## src/rtl/omem_responder_if.sv

```systemverilog
// Output-memory port bundle between the MAC array / host and the OMEM responder.
// Array side: EN_O, RW_O, ADDR_O, WDATA_O in; RDATA_O out (1-cycle read latency).
// Host side:  CLEAR, DRAIN_START, DRAIN_LAST, OUT_READY in;
//             OUT_VALID, OUT_DATA, OUT_ADDR, DRAIN_BUSY, DRAIN_DONE, WRITTEN out.
// The slave modport is the responder; the master modport is whoever drives it.
interface omem_responder_if #(
  parameter int DEPTH = 16,
  parameter int AW    = 4,
  parameter int DW    = 64
);
  logic          EN_O;
  logic          RW_O;
  logic [AW-1:0] ADDR_O;
  logic [DW-1:0] WDATA_O;
  logic [DW-1:0] RDATA_O;
  logic          CLEAR;
  logic          DRAIN_START;
  logic [AW-1:0] DRAIN_LAST;
  logic          OUT_VALID;
  logic          OUT_READY;
  logic [DW-1:0] OUT_DATA;
  logic [AW-1:0] OUT_ADDR;
  logic          DRAIN_BUSY;
  logic          DRAIN_DONE;
  logic [DEPTH-1:0] WRITTEN;

  modport slave (
    input  EN_O, RW_O, ADDR_O, WDATA_O, CLEAR, DRAIN_START, DRAIN_LAST, OUT_READY,
    output RDATA_O, OUT_VALID, OUT_DATA, OUT_ADDR, DRAIN_BUSY, DRAIN_DONE, WRITTEN
  );

  modport master (
    output EN_O, RW_O, ADDR_O, WDATA_O, CLEAR, DRAIN_START, DRAIN_LAST, OUT_READY,
    input  RDATA_O, OUT_VALID, OUT_DATA, OUT_ADDR, DRAIN_BUSY, DRAIN_DONE, WRITTEN
  );
endinterface

```

## src/rtl/omem_responder.sv

```systemverilog
// OMEM responder: DEPTH x DW register file serving the MAC array (write, or read
// with 1-cycle latency) plus a host drain engine streaming entries 0..DRAIN_LAST
// over a valid/ready channel. Tracks a written flag per entry.
// Ports: CLK, RSTN (async active-low), bus (omem_responder_if.slave).
//
// state   | meaning
// --------+-----------------------------------------------------------
// S_IDLE  | waiting; CLEAR and DRAIN_START accepted only here
// S_FETCH | read mem[ptr] into the output register when array is idle
// S_HOLD  | OUT_VALID high, word held until OUT_READY
// S_DONE  | one-cycle DRAIN_DONE pulse, then back to S_IDLE
module omem_responder #(
  parameter int DEPTH = 16,
  parameter int AW    = 4,
  parameter int DW    = 64
) (
  input logic              CLK,
  input logic              RSTN,
  omem_responder_if.slave  bus
);

  typedef enum logic [1:0] {S_IDLE, S_FETCH, S_HOLD, S_DONE} state_t;

  state_t           state_q, state_d;
  logic [DW-1:0]    mem_q [DEPTH];
  logic [DW-1:0]    mem_d [DEPTH];
  logic [DEPTH-1:0] written_q, written_d;
  logic [DW-1:0]    rdata_q, rdata_d;
  logic             out_valid_q, out_valid_d;
  logic [DW-1:0]    out_data_q, out_data_d;
  logic [AW-1:0]    out_addr_q, out_addr_d;
  logic [AW-1:0]    ptr_q, ptr_d;
  logic [AW-1:0]    last_q, last_d;

  logic clear_acc;
  logic array_wr;
  logic array_rd;

  assign clear_acc = bus.CLEAR && (state_q == S_IDLE);
  assign array_wr  = bus.EN_O && bus.RW_O;
  assign array_rd  = bus.EN_O && !bus.RW_O;

  always_comb begin
    mem_d       = mem_q;
    written_d   = written_q;
    rdata_d     = rdata_q;
    state_d     = state_q;
    ptr_d       = ptr_q;
    last_d      = last_q;
    out_valid_d = out_valid_q;
    out_data_d  = out_data_q;
    out_addr_d  = out_addr_q;

    // Clear first so a same-cycle array write survives with its flag set.
    if (clear_acc) begin
      for (int i = 0; i < DEPTH; i++) mem_d[i] = '0;
      written_d = '0;
    end
    if (array_wr) begin
      mem_d[bus.ADDR_O]     = bus.WDATA_O;
      written_d[bus.ADDR_O] = 1'b1;
    end
    // Reads see the pre-edge contents, so a same-cycle write is not visible.
    if (array_rd) rdata_d = mem_q[bus.ADDR_O];

    case (state_q)
      S_IDLE: begin
        if (bus.DRAIN_START) begin
          ptr_d   = '0;
          last_d  = bus.DRAIN_LAST;
          state_d = S_FETCH;
        end
      end
      S_FETCH: begin
        // Single-port storage: the array owns any cycle with EN_O high.
        if (!bus.EN_O) begin
          out_data_d  = mem_q[ptr_q];
          out_addr_d  = ptr_q;
          out_valid_d = 1'b1;
          state_d     = S_HOLD;
        end
      end
      S_HOLD: begin
        if (bus.OUT_READY) begin
          out_valid_d = 1'b0;
          if (ptr_q == last_q) begin
            state_d = S_DONE;
          end else begin
            ptr_d   = ptr_q + AW'(1);
            state_d = S_FETCH;
          end
        end
      end
      S_DONE:  state_d = S_IDLE;
      default: state_d = S_IDLE;
    endcase
  end

  always_ff @(posedge CLK or negedge RSTN) begin
    if (!RSTN) begin
      for (int i = 0; i < DEPTH; i++) mem_q[i] <= '0;
      written_q   <= '0;
      rdata_q     <= '0;
      state_q     <= S_IDLE;
      ptr_q       <= '0;
      last_q      <= '0;
      out_valid_q <= 1'b0;
      out_data_q  <= '0;
      out_addr_q  <= '0;
    end else begin
      mem_q       <= mem_d;
      written_q   <= written_d;
      rdata_q     <= rdata_d;
      state_q     <= state_d;
      ptr_q       <= ptr_d;
      last_q      <= last_d;
      out_valid_q <= out_valid_d;
      out_data_q  <= out_data_d;
      out_addr_q  <= out_addr_d;
    end
  end

  assign bus.RDATA_O    = rdata_q;
  assign bus.WRITTEN    = written_q;
  assign bus.OUT_VALID  = out_valid_q;
  assign bus.OUT_DATA   = out_data_q;
  assign bus.OUT_ADDR   = out_addr_q;
  assign bus.DRAIN_BUSY = (state_q == S_FETCH) || (state_q == S_HOLD);
  assign bus.DRAIN_DONE = (state_q == S_DONE);

endmodule
```

## src/flat_wrapper.sv

```systemverilog
// flat-port wrapper written by rule: the top's interface ports become plain ports
module omem_responder_flat 
#(
  parameter int DEPTH = 16,
  parameter int AW    = 4,
  parameter int DW    = 64
)
  (CLK, RSTN, bus_EN_O, bus_RW_O, bus_ADDR_O, bus_WDATA_O, bus_CLEAR, bus_DRAIN_START, bus_DRAIN_LAST, bus_OUT_READY, bus_RDATA_O, bus_OUT_VALID, bus_OUT_DATA, bus_OUT_ADDR, bus_DRAIN_BUSY, bus_DRAIN_DONE, bus_WRITTEN);
  omem_responder_if #(.DEPTH(DEPTH), .AW(AW), .DW(DW)) bus_i ();
  input logic CLK;
  input logic RSTN;
  input wire logic [$bits(bus_i.EN_O)-1:0] bus_EN_O;
  input wire logic [$bits(bus_i.RW_O)-1:0] bus_RW_O;
  input wire logic [$bits(bus_i.ADDR_O)-1:0] bus_ADDR_O;
  input wire logic [$bits(bus_i.WDATA_O)-1:0] bus_WDATA_O;
  input wire logic [$bits(bus_i.CLEAR)-1:0] bus_CLEAR;
  input wire logic [$bits(bus_i.DRAIN_START)-1:0] bus_DRAIN_START;
  input wire logic [$bits(bus_i.DRAIN_LAST)-1:0] bus_DRAIN_LAST;
  input wire logic [$bits(bus_i.OUT_READY)-1:0] bus_OUT_READY;
  output wire logic [$bits(bus_i.RDATA_O)-1:0] bus_RDATA_O;
  output wire logic [$bits(bus_i.OUT_VALID)-1:0] bus_OUT_VALID;
  output wire logic [$bits(bus_i.OUT_DATA)-1:0] bus_OUT_DATA;
  output wire logic [$bits(bus_i.OUT_ADDR)-1:0] bus_OUT_ADDR;
  output wire logic [$bits(bus_i.DRAIN_BUSY)-1:0] bus_DRAIN_BUSY;
  output wire logic [$bits(bus_i.DRAIN_DONE)-1:0] bus_DRAIN_DONE;
  output wire logic [$bits(bus_i.WRITTEN)-1:0] bus_WRITTEN;
  assign bus_i.EN_O = bus_EN_O;
  assign bus_i.RW_O = bus_RW_O;
  assign bus_i.ADDR_O = bus_ADDR_O;
  assign bus_i.WDATA_O = bus_WDATA_O;
  assign bus_i.CLEAR = bus_CLEAR;
  assign bus_i.DRAIN_START = bus_DRAIN_START;
  assign bus_i.DRAIN_LAST = bus_DRAIN_LAST;
  assign bus_i.OUT_READY = bus_OUT_READY;
  assign bus_RDATA_O = bus_i.RDATA_O;
  assign bus_OUT_VALID = bus_i.OUT_VALID;
  assign bus_OUT_DATA = bus_i.OUT_DATA;
  assign bus_OUT_ADDR = bus_i.OUT_ADDR;
  assign bus_DRAIN_BUSY = bus_i.DRAIN_BUSY;
  assign bus_DRAIN_DONE = bus_i.DRAIN_DONE;
  assign bus_WRITTEN = bus_i.WRITTEN;
  omem_responder #(.DEPTH(DEPTH), .AW(AW), .DW(DW)) u_core (.CLK(CLK), .RSTN(RSTN), .bus(bus_i));
endmodule
```

## config.mk

```make
export PLATFORM = sky130hd
export DESIGN_NAME = omem_responder_flat
export DESIGN_NICKNAME = d
export VERILOG_FILES = /design/src/rtl/omem_responder_if.sv /design/src/rtl/omem_responder.sv /design/src/flat_wrapper.sv
export SDC_FILE = /design/constraint.sdc
export NUM_CORES = 2
export LEC_CHECK = 0
export ABC_CLOCK_PERIOD_IN_PS = 1790
export BUFFER_PORTS_ARGS = -buffer_cell sky130_fd_sc_hd__buf_2
export CELL_PAD_IN_SITES_DETAIL_PLACEMENT = 0
export CELL_PAD_IN_SITES_GLOBAL_PLACEMENT = 2
export CORE_ASPECT_RATIO = 0.5
export CORE_UTILIZATION = 36
export DETAILED_ROUTE_END_ITERATION = 12
export PLACE_DENSITY = 0.75
export SYNTH_ARGS = -nofsm -noshare
export SYNTH_HDL_FRONTEND = slang
export SYNTH_SLANG_ARGS = --single-unit
```

## constraint.sdc

```tcl
create_clock -name CLK -period 1.79 [get_ports CLK]
set_input_delay 0.4475 -clock CLK [delete_from_list [all_inputs] [get_ports CLK]]
set_output_delay 0.4475 -clock CLK [all_outputs]
set_load 0.01 [all_outputs]
```

After elaboration in Yosys (flattened, before gate mapping):

Index checks and enable logic that the tools add are counted.

* eq/ne operators: 8
* bitwise logic cells: 4
* mux-type cells: 27
* add/subtract/negate cells: 1
* order comparisons: 5
* reductions and logical operators: 15

Operators by type and width (count)
* 2-to-1 mux 1024 bit: 2
* bitwise mux 1024 bit: 1
* binary-select mux 64 bit (select 4 bit): 2
* 2-to-1 mux 64 bit: 5
* demux 64 bit (select 4 bit): 1
* 2-to-1 mux 16 bit: 2
* bitwise OR 16 bit: 1
* 2-to-1 mux 4 bit: 3
* >= comparator 5 bit (second input constant): 2
* NOT 4 -> 5 bit: 2
* 2-to-1 mux 2 bit: 4
* != test 2 bit (second input constant): 4
* one-hot mux 2 bit (4 select lines): 1
* one-hot mux 4 bit (2 select lines): 1
* AND reduction 3 bit: 2
* logical AND 1 bit: 5
* less-than comparator 4 x 5 -> 1 bit (second input constant): 1
* less-than comparator 5 x 1 -> 1 bit (second input constant): 1
* adder 4 x 1 -> 4 bit (second input constant): 1
* demux 1 bit (select 4 bit): 1
* equality test 2 bit (second input constant): 2
* equality test 4 bit: 1
* >= comparator 4 x 1 -> 1 bit (second input constant): 1
* AND reduction 2 bit: 2
* 9 further kinds: 12

* logic and storage cells: 84
* bits in registers: 1183
* input port bits: 79
* output and inout port bits: 151

Depth between registers and ports, before layout:

* depth after elaboration: 7
* mapped depth: 8
* mapped depth without buffers: 6

Worst setup path before layout:

OpenSTA, ideal clock, no wires.

* kind: input to register
* start: in bus_ADDR_O[1]
* end: reg u_core.rdata_q[50] (netlist: u_core.bus.RDATA_O[50])
* setup slack: -0.134 ns
* stages on the path: 6
* arrival: 1.783 ns
* required time: 1.649 ns
* path buffers: 3
* setup time: 0.141 ns
* cells stage by stage: buf_4 buf_4 buf_2 mux4_2 a22oi_1 a31oi_1

* cells in the longest elaborated chain, start to end: 4

Ends and longest elaborated chain
* from (decl): line flat_wrapper.sv:14 `input wire logic [$bits(bus_i.ADDR_O)-1:0] bus_ADDR_O;`
* NOT 4 -> 5 bit (implied by the code): line omem_responder.sv:64 `if (array_rd) rdata_d = mem_q[bus.ADDR_O];`
* binary-select mux 64 bit (select 4 bit): line omem_responder.sv:64
* 2-to-1 mux 64 bit (implied by the code) (2 in series): line omem_responder.sv:64
* to (signal assigned): line omem_responder.sv:113 `rdata_q <= rdata_d;`
* to (decl): line omem_responder.sv:28 `logic [DW-1:0] rdata_q, rdata_d;`

Every way passes these cells. The select of a mux whose other input is x is not followed.
A chain may end at the register's enable or synchronous reset.

Worst setup path in the final report:

* start: reg u_core.ptr_q[0]
* end: reg u_core.out_data_q[24] (netlist: u_core.bus.OUT_DATA[24])

* cells in the longest elaborated chain, start to end: 4

Ends and longest elaborated chain
* from (decl): line omem_responder.sv:32 `logic [AW-1:0] ptr_q, ptr_d;`
* from (signal assigned): line omem_responder.sv:115 `ptr_q <= ptr_d;`
* NOT 4 -> 5 bit (implied by the code): line omem_responder.sv:77 `out_data_d = mem_q[ptr_q];`
* binary-select mux 64 bit (select 4 bit): line omem_responder.sv:77
* 2-to-1 mux 64 bit (implied by the code) (2 in series): line omem_responder.sv:77
* to (signal assigned): line omem_responder.sv:118 `out_data_q <= out_data_d;`
* to (decl): line omem_responder.sv:30 `logic [DW-1:0] out_data_q, out_data_d;`

Every way passes these cells. The select of a mux whose other input is x is not followed.

==> impl_metrics.ini <==
[outcome]
status = complete, but fails checks
failed_checks = setup timing

[synth]
seq_area_frac_synth_pct = 47.51
syn-instance-count = 6689
synth-adder-area-share_pct = 0.1205
ys_warn_count = 0
syn_avg_cell_area_um2 = 9.315
synthDistinctLibCells = 44
synth_xor_area_share_pct = 0.05623
synth_area_mm2 = 0.06230
synth_compound_area_share_pct = 14.43
synth_nets = 6774
synth_edf_count = 0
synth_mux_area_share_pct = 17.61
ys.flop_type = dfrtp_1
ys_ff_latch = 1183
async_reset_ff_share_pct = 100.0
synth_top_family_by_area = multiplexers
synth-simple-area-share_pct = 15.25

[timing]
drv_slew = 0
hold_ws_ns = 0.09133
fin_skew_ns = 0.02693
rsz0062_at_grt = true
tightest_slew_ns = 0.6087
setup_viol = 78
relSlewSlack_pct = 59.42
fin_crit_sh_pct = 116.4
fin_ws_ns = -0.2940
hold_viol_final = 0
fin_crit_ns = 2.084
fmax_ghz = 0.4798
finalSetupTns_ns = -13.20

[clocking]
root_buffer = clkbuf_16
clk_pin_slew_ns = 0.07
cts_tree = yes
cts_buffer_depth = 3
clock_latency_ns = 0.73
clock_sinks = 1183
htree_levels = 3
cts_made_buffers = 118

[placed_design]
io_buffers = 229
dp.cells = 9071
dp_hpwl_mm = 159.9
placed_area_mm2 = 0.07080
gp_congestion = 0.8746
post-place-ws_ns = -0.4049

[critical_path]
cp_data_required_time_ns = 2.41
worstPathArrival_ns = 2.70
rrSetupSlack_ns = -0.29
crit_type = reg2reg
end_kind = flip-flop
rr_worst_depth = 8
cp_max_fo = 8
crit_path_start = u_core.ptr_q[0]
r2r_end = u_core.bus.OUT_DATA[24]
cp-start-kind = flip-flop
regToRegStartpoint = u_core.ptr_q[0]

[drt]
drcViolationCount = 0
drt_wl_total_mm = 243.6
dr.pass1.iters = 6
num_vias = 53636
ant_nets = 0
drtIter0Drc = 5708
wire_per_inst_um = 25.89
via_per_inst = 5.699

[floorplanning]
start_util_pct = 36.41
io_pins = 230
die_h_um = 296.2
row_count = 107
dieArea_mm2 = 0.1748
fp.dieW_um = 590.3
fp.coreArea_mm2 = 0.1711

[global_route]
grtUsageMet1_pct = 39.29
grt.busiest_layer = met2
grt_pass1_vias = 52837
grt_pass1_wl_mm = 358.6
grt_use_met3_pct = 4.901
grt_overflow = 0
antenna_found_initial = 17
grt_max_degree = 104
met2_usage_pct = 42.36
grtUsageTotal_pct = 27.40

[run]
maxCapViolCount = 0

[layout]
drive_gt1_share_pct = 21.97
layout.nets = 7106
multi_input_area_mm2 = 0.03029
seqCellArea_mm2 = 0.02965
final_area_mm2 = 0.07756
area_growth_pct = 24.48
final_cells = 9412
fillers = 15887

[hold_path]
min_path_cells = 3
worstHoldStart = bus_WDATA_O[4]
hp-class = in2reg
min_delay_worst_endpoint = u_core.mem_q[516]

[power]
p_leak_nw = 32.28
power.density_mw_per_mm2 = 1108
peakVddDrop_mv = 0.8141
## timing repair
action	in CTS	in global routing
setup buffers	73	31
hold buffers	6	0
pin swaps	104	77
setup endpoints to repair	483	186
endpoints found under the hold margin	408	0
gates resized for setup	203	112
gates cloned	13	5
## placed cells by master (no fill, tap or decap), types with 5 or more instances in the layout
cell type      count
diode_2            5
dfrtp_2           25
clkbuf_8          27
nor2b_1           34
nor3_2            11
a21o_1            17
o31ai_1           59
buf_4            370
clkbuf_1          25
nand2_1         2125
o31ai_2            5
buf_12           246
buf_16            23
bufinv_16         19
nor3_1            55
dfrtp_1         1154
mux2_2             7
mux2i_1          506
mux4_2           256
buf_6             75
clkbuf_16        125
nor2_1           131
dlygate4sd3_1      6
a22oi_1           64
buf_2            193
mux2i_2            6
o21ai_1           34
buf_8              8
o21ai_0          992
o22ai_1          252
a211oi_2          62
nor2_4            10
clkinv_2          17
a31oi_1           65
nor2b_4           32
clkinvlp_4         5
## cell usage after synthesis (2+ instances only)
cell	instances	area, um2
and3b_1	2	17.52
buf_2	137	685.7
inv_1	4	15.01
a211oi_2	40	500.5
nand4b_1	3	26.28
dfrtp_1	1183	29600
mux2_2	7	78.83
mux4_2	256	5766
a211oi_1	25	187.7
buf_6	12	135.1
mux2i_1	512	5125
nor2b_1	67	419.2
or3b_1	3	26.28
a21oi_1	4	20.02
and3_1	2	12.51
nand3_1	2	10.01
ha_1	6	75.07
o21ai_1	7	35.03
nand3b_1	3	22.52
a22oi_1	64	480.5
buf_1	42	157.7
a31oi_1	66	412.9
nor2_1	141	529.3
o22ai_1	256	1602
nand2_1	2127	7984
o21ai_0	1019	5100
nand4_1	3	18.77
buf_4	44	330.3
o31ai_1	64	480.5
nand2b_1	7	43.79
clkbuf_1	482	1809
a21o_1	17	127.6
nor3_1	66	330.3
xor2_1	4	35.03
o211ai_1	3	22.52
## critical path, cell delays in order, from the launching register on
cell and delay, ns:
dfrtp_4 0.45, buf_12 0.17, buf_12 0.16, buf_12 0.15, buf_12 0.14, mux4_2 0.50
nor2b_4 0.14, a211oi_2 0.14, o31ai_1 0.10
## power by group
part,switching (W),leakage (nW),internal (W),total [W]
Sequential,0.00351,16.1,0.0305,0.0340
Combinational,0.0128,14.1,0.0116,0.0244
Clock,0.0115,2.06,0.0161,0.0276
Total,0.0278,32.3,0.0581,0.0859
## kinds of logic after synthesis
family,Yosys count
AOI/OAI and AO/OA,1567
xor gates and xnor gates,4
adders and majority gates,6
buffers and inverters,721
DFF,1183
muxes,775
and+or+nand+nor,2433
## state kept, by name, indices dropped and copies added (netlist names)
| register | count |
|---|---|
| u_core.mem_q | 1024 |
| u_core.bus.OUT_DATA | 64 |
| u_core.bus.RDATA_O | 64 |
| u_core.bus.WRITTEN | 16 |
| u_core.bus.OUT_ADDR | 4 |
| u_core.last_q | 4 |
| u_core.ptr_q | 4 |
| u_core.state_q | 2 |
| u_core.bus.OUT_VALID | 1 |
## stage by stage
stage	utilization, %	total power [W]
floorplan	-	0.04529
global placement	41.38	0.05429
detailed placement	41.38	0.05480
CTS	44.95	0.08539
global route	45.33	0.08951
finish	45.33	0.08594
## cell type report
type | count | share of cell area, %
clock buffers | 171 | 4.454
flip-flops and latches | 1183 | 38.23
clock inverters | 46 | 0.9599
diodes | 5 | 0.01613
multi-input cells | 4785 | 39.05
inverters | 4 | 0.02259
repair buffers | 929 | 13.58
well taps | 2289 | 3.693
## layer usage
metal	part of all wire (%)	vias up
li1	-	23823
met1	45	27124
met2	45	2243
met3	7.5	436
met4	3.1	10
met5	0.028	-
## worst max path at each step
| stage | end | slack [ns] | cells after the start |
|---|---|---|---|
| 2_1_floorplan | u_core.bus.OUT_DATA[29] | -0.02 | 7 |
| 3_3_place_gp | u_core.bus.RDATA_O[53] | -0.40 | 6 |
| 3_5_place_dp | u_core.bus.RDATA_O[53] | -0.40 | 6 |
| 4_1_cts | u_core.bus.OUT_DATA[58] | -0.27 | 7 |
| 5_1_grt | u_core.bus.OUT_DATA[24] | -0.32 | 8 |
| 6_report | u_core.bus.OUT_DATA[24] | -0.29 | 8 |
(Power assumes the default switching activity.)
